## src/rtl/operand_fetch_unit.sv

```systemverilog
// operand_fetch_unit: scoreboarded register-file operand fetch feeding a functional unit.
// Optional feature macro OPFETCH_STALL_COUNT_EN adds the stallCount_o hazard-stall counter.
module operand_fetch_unit #(
    parameter int NUM_REGS = 16,
    parameter int DATA_W   = 16,
    parameter int OPC_W    = 8
) (
    input  logic              clock_i,
    input  logic              reset_i,
    input  logic              instValid_i,
    output logic              instReady_o,
    input  logic [OPC_W-1:0]  instOpcode_i,
    input  logic [4:0]        instDest_i,
    input  logic              instWritesDest_i,
    input  logic [4:0]        instPrimAddr_i,
    input  logic [DATA_W-1:0] instSec_i,
    input  logic              instSecIsReg_i,
    output logic              rfPrimEnable_o,
    output logic [4:0]        rfPrimAddr_o,
    input  logic [DATA_W-1:0] rfPrimData_i,
    output logic              rfSecEnable_o,
    output logic              rfSecIsReg_o,
    output logic [DATA_W-1:0] rfSecAddr_o,
    input  logic [DATA_W-1:0] rfSecData_i,
    input  logic              wbValid_i,
    input  logic [4:0]        wbAddr_i,
    output logic              opValid_o,
    input  logic              opReady_i,
    output logic [OPC_W-1:0]  opOpcode_o,
    output logic [4:0]        opDest_o,
    output logic              opWritesDest_o,
    output logic [DATA_W-1:0] opA_o,
    output logic [DATA_W-1:0] opB_o
`ifdef OPFETCH_STALL_COUNT_EN
    ,
    output logic [15:0]       stallCount_o
`endif
);

    typedef enum logic [1:0] {IDLE, CHECK, CAPTURE, OUTPUT} state_t;

    state_t              state;
    logic [OPC_W-1:0]    hold_opcode;
    logic [4:0]          hold_dest;
    logic                hold_writes_dest;
    logic [4:0]          hold_prim;
    logic [DATA_W-1:0]   hold_sec;
    logic                hold_sec_is_reg;
    logic [NUM_REGS-1:0] busy;
    logic [NUM_REGS-1:0] busy_next;
    logic [31:0]         busy_ext;
    logic                hazard;
    logic                issue;

    // Widened view so any 5-bit address indexes safely; untracked regs read as free.
    always_comb begin
        busy_ext = '0;
        for (int i = 0; i < NUM_REGS; i++) busy_ext[i] = busy[i];
    end

    assign hazard = busy_ext[hold_prim]
                  | (hold_sec_is_reg & busy_ext[hold_sec[4:0]])
                  | (hold_writes_dest & busy_ext[hold_dest]);

    assign issue          = !reset_i && (state == CHECK) && !hazard;
    assign instReady_o    = !reset_i && (state == IDLE);
    assign rfPrimEnable_o = issue;
    assign rfSecEnable_o  = issue;
    assign rfSecIsReg_o   = issue & hold_sec_is_reg;
    assign rfPrimAddr_o   = issue ? hold_prim : 5'd0;
    assign rfSecAddr_o    = issue ? hold_sec : '0;

    // Writeback clear first, capture set second, so the set wins on a collision.
    always_comb begin
        busy_next = busy;
        for (int i = 0; i < NUM_REGS; i++) begin
            if (wbValid_i && wbAddr_i == 5'(i)) busy_next[i] = 1'b0;
            if (state == CAPTURE && hold_writes_dest && hold_dest == 5'(i))
                busy_next[i] = 1'b1;
        end
    end

    always_ff @(posedge clock_i) begin
        if (reset_i) begin
            state            <= IDLE;
            busy             <= '0;
            hold_opcode      <= '0;
            hold_dest        <= '0;
            hold_writes_dest <= 1'b0;
            hold_prim        <= '0;
            hold_sec         <= '0;
            hold_sec_is_reg  <= 1'b0;
            opValid_o        <= 1'b0;
            opOpcode_o       <= '0;
            opDest_o         <= '0;
            opWritesDest_o   <= 1'b0;
            opA_o            <= '0;
            opB_o            <= '0;
        end else begin
            busy <= busy_next;
            unique case (state)
                IDLE: begin
                    if (instValid_i) begin
                        hold_opcode      <= instOpcode_i;
                        hold_dest        <= instDest_i;
                        hold_writes_dest <= instWritesDest_i;
                        hold_prim        <= instPrimAddr_i;
                        hold_sec         <= instSec_i;
                        hold_sec_is_reg  <= instSecIsReg_i;
                        state            <= CHECK;
                    end
                end
                CHECK: begin
                    if (!hazard) state <= CAPTURE;
                end
                CAPTURE: begin
                    opA_o          <= rfPrimData_i;
                    opB_o          <= rfSecData_i;
                    opOpcode_o     <= hold_opcode;
                    opDest_o       <= hold_dest;
                    opWritesDest_o <= hold_writes_dest;
                    opValid_o      <= 1'b1;
                    state          <= OUTPUT;
                end
                OUTPUT: begin
                    if (opReady_i) begin
                        opValid_o <= 1'b0;
                        state     <= IDLE;
                    end
                end
                default: state <= IDLE;
            endcase
        end
    end

`ifdef OPFETCH_STALL_COUNT_EN
    always_ff @(posedge clock_i) begin
        if (reset_i)
            stallCount_o <= '0;
        else if (state == CHECK && hazard && stallCount_o != 16'hFFFF)
            stallCount_o <= stallCount_o + 16'd1;
    end
`endif

endmodule

```

## config.mk

```make
export PLATFORM = sky130hd
export DESIGN_NAME = operand_fetch_unit
export DESIGN_NICKNAME = d
export VERILOG_FILES = /design/src/rtl/operand_fetch_unit.sv
export SDC_FILE = /design/constraint.sdc
export NUM_CORES = 1
export LEC_CHECK = 0
export ABC_AREA = 1
export CAP_MARGIN = 20
export CORE_MARGIN = 10
export CORE_UTILIZATION = 49
export DETAILED_ROUTE_END_ITERATION = 12
export PLACE_DENSITY = 0.85
export SLEW_MARGIN = 20
export SYNTH_ARGS = -nofsm -noshare
export SYNTH_HDL_FRONTEND = slang
export SYNTH_SLANG_ARGS = --single-unit
```

## constraint.sdc

```tcl
create_clock -name clock_i -period 5.35 [get_ports clock_i]
set_clock_uncertainty 0.2 [all_clocks]
set_input_delay 0.8025 -clock clock_i [delete_from_list [all_inputs] [get_ports clock_i]]
set_output_delay 0.8025 -clock clock_i [all_outputs]
set_load 0.005 [all_outputs]
```

==> summary.txt <==
Setup path
  – Worst-case reg-to-reg path depth: 7
  – RR Endpoint: busy[11]
  – Reg-to-reg slack, setup: 2970 ps
  – CP Launch Type: flip-flop
  – Crit Path Class: reg2out
  – R2r startpoint: state[0]
  – Critical Path RT: 4350 ps
  – CP arrival: 2850 ps
  – Crit Path Max Fanout: 23
  – CP endpoint kind: output port

STA
  – Slew @ Worst Pin: 682 ps
  – Final Slew Violations: 0
  – Hold Vio Cnt, Final: 0
  – RSZ-0062 raised after global routing: false
  – F_max: 260 MHz
  – Hold WS: 260 ps
  – Period utilization: 72.0%
  – Setup violators final: 0
  – Slew Limit Headroom: 54.5%
  – Setup TNS: 0 ps
  – Crit path time final: 3850 ps
  – Worst setup margin: 1500 ps

Global route
  – First-pass GRT wire length: 22.0 mm
  – Vias in the first global route: 4569
  – Total grt overflow: 0
  – Total track usage: 20.1%
  – Largest net degree at the start of global routing: 84
  – Initial antenna violation count: 0

Placement
  – Final Wtd Congestion: 0.899
  – Dpl cell area: 0.00592 mm^2
  – Setup WS pre-CTS: 1820 ps
  – PortBufs: 149
  – DPL Wire Length: 9.80 mm

Power
  – Switch share: 36.5%
  – Sw Pwr: 0.925 mW
  – Combinational group share of total power: 38.4%
  – Design Power: 2.53 mW
  – Leak: 2.55 nW
  – Share of total power in the clock network: 18.6%
  – VDD IR max: 0.000222 V
  – P_int: 1.61 mW
  – Flop pwr share: 43.0%
  – Power density over the cells: 413 mW/mm^2

Drt
  – DRT iter0 DRCs: 276
  – Post-DR vias/cell: 5.13
  – DRC Markers: 0
  – Routed WL: 13.4 mm
  – First-pass iteration count of the detailed router: 5
  – Final ANT Viol Nets: 0
  – Drt wl/cell: 14.9 um
  – DR vias: 4629

Hold path
  – Hold_sp: hold_sec[14]
  – Worst hold-check path type: reg2reg
  – Worst Hold Path Cells: 2
  – Hold EP: hold_sec[14]

Synth
  – Synth warn: 0
  – Netlist cell types: 21
  – Sequential fraction of the synthesis area: 45.7%
  – Synth top area share: 45.7%
  – Synthesized area: 0.00442 mm^2
  – Cells after Synth: 658
  – Avg Synthesized Cell Area: 6.72 um^2
  – Seq cells post-synth: 101
  – Largest area contributor in the netlist: dfxtp_1
  – Top cells by area, synth: dfxtp_1 (46%), nor2_1 (13%), nand2_1 (11%), o21ai_0 (9.7%), a21oi_1 (5.4%)
  – Syn_nets: 741

Die
  – Core Area: 0.00876 mm^2
  – Number of placement rows: 34
  – DIE AREA: 0.0132 mm^2
  – DIE HEIGHT: 115 um
  – Die X: 115 um
  – Top-level I/O count: 150
  – Initial Utilization: 50.5%

Final layout
  – Final instance area: 0.00613 mm^2
  – Layout cells sized above 1: 3.65%
  – Most frequent cells in the layout: nor2_1 (151), clkdlybuf4s50_1 (149), nand2_1 (133)
  – Reg area: 0.00202 mm^2
  – Most common cell after layout, fill and taps aside: nor2_1
  – Layout area overhead: 38.6%
  – Area of the multi-input gates: 0.00202 mm^2
  – N_diodes: 0
  – Final #Nets: 872
  – Fill count: 730

Clock tree
  – Cts hold-fix bufs: 0
  – CTS tree: done
  – # clock sinks: 101
  – Resized cells post-CTS: 0
  – Clk slew on worst S/H paths: 100 ps
  – Longest Clk Path Bufs: 2
  – H-tree Lvls: 3
  – CTS Root Buffer Type: clkbuf_8
  – Clk_lat worst skew: 360 ps
  – CTS buffer count: 9
  – Postcts setup bufs: 0

Run
  – # Max-Cap Violations: 0

Status
  – Status: finished clean
-- layout make-up --
cell class / count / share of cell area, %
sequential: 101 / 33.0
multi-input combinational: 463 / 33.0
timing repair buffer: 153 / 25.0
inverter: 61 / 3.75
tap: 108 / 2.20
clock buffer: 10 / 2.08
clock inverter: 6 / 1.02
-- kinds of logic after synthesis --
family	count (synthesis)	synth area share, %
adder cells (fa/ha/maj)	5	1.41
AO/OA/AOI/OAI	138	15.8
flip-flops	101	45.7
AND/OR/NAND/NOR	320	28.4
buffers and inverters	94	8.66
-- power groups by stage --
stage	sequential (mW)	clock, mW	combinational (mW)
3_5_place_dp	1.10	0	0.968
2_1_floorplan	1.08	0	0.506
6_report	1.09	0.470	0.973
4_1_cts	1.09	0.483	0.976
5_1_grt	1.12	0.514	1.10
3_3_place_gp	1.09	0	0.945
-- layer usage --
metal  global-route usage, %  vias up  share of wire, %  wire length, um
met5                       0        -                 0                0
met4                    5.12        0               1.0              134
met3                    10.5       11                12             1660
met2                    32.2      193                47             6310
met1                    23.1     2089                40             5300
li1                        -     2336                 -                -
-- stage by stage --
step           instances  utilization [%]
6_report             902             70.0
5_1_grt              902             70.0
4_1_cts              901             69.7
3_5_place_dp         885             67.6
3_3_place_gp         885             67.6
2_1_floorplan        658                -
-- cells in the mapped netlist (all sizes together) --
| cell | count |
|---|---|
| a21oi | 48 |
| a22oi | 1 |
| buf | 6 |
| clkbuf | 27 |
| clkinv | 4 |
| dfxtp | 101 |
| ha | 5 |
| inv | 57 |
| nand2 | 135 |
| nand3 | 27 |
| nor2 | 154 |
| nor3 | 4 |
| o21ai | 87 |
| o22ai | 1 |
| o31ai | 1 |
-- worst max-delay path by stage --
stage                             from  slack, ps  depth (start not counted)               to
after floorplan            hold_sec[0]       2820                         14    rfSecEnable_o
after global placement         reset_i       1880                          6   rfPrimEnable_o
after detailed placement       reset_i       1820                          6   rfPrimEnable_o
after CTS                 hold_dest[0]       1480                         13  rfSecAddr_o[10]
after global routing      hold_prim[0]       1190                         12   rfPrimEnable_o
final                     hold_dest[0]       1500                         13   rfSecAddr_o[4]
-- worst max-delay path, stage by stage, from the launching register on --
cell and delay, ps:
dfxtp_1 540, inv_1 210, nand2_1 120, nor2_1 40, nor2_1 90, nand2_1 60, nand2_1 50, nand2_1 50
o21ai_2 150, nand3_2 100, nor2_2 100, nand2_2 260, nor2_1 190, clkdlybuf4s50_1 520
No activity file was read; power rests on OpenSTA's default activity.
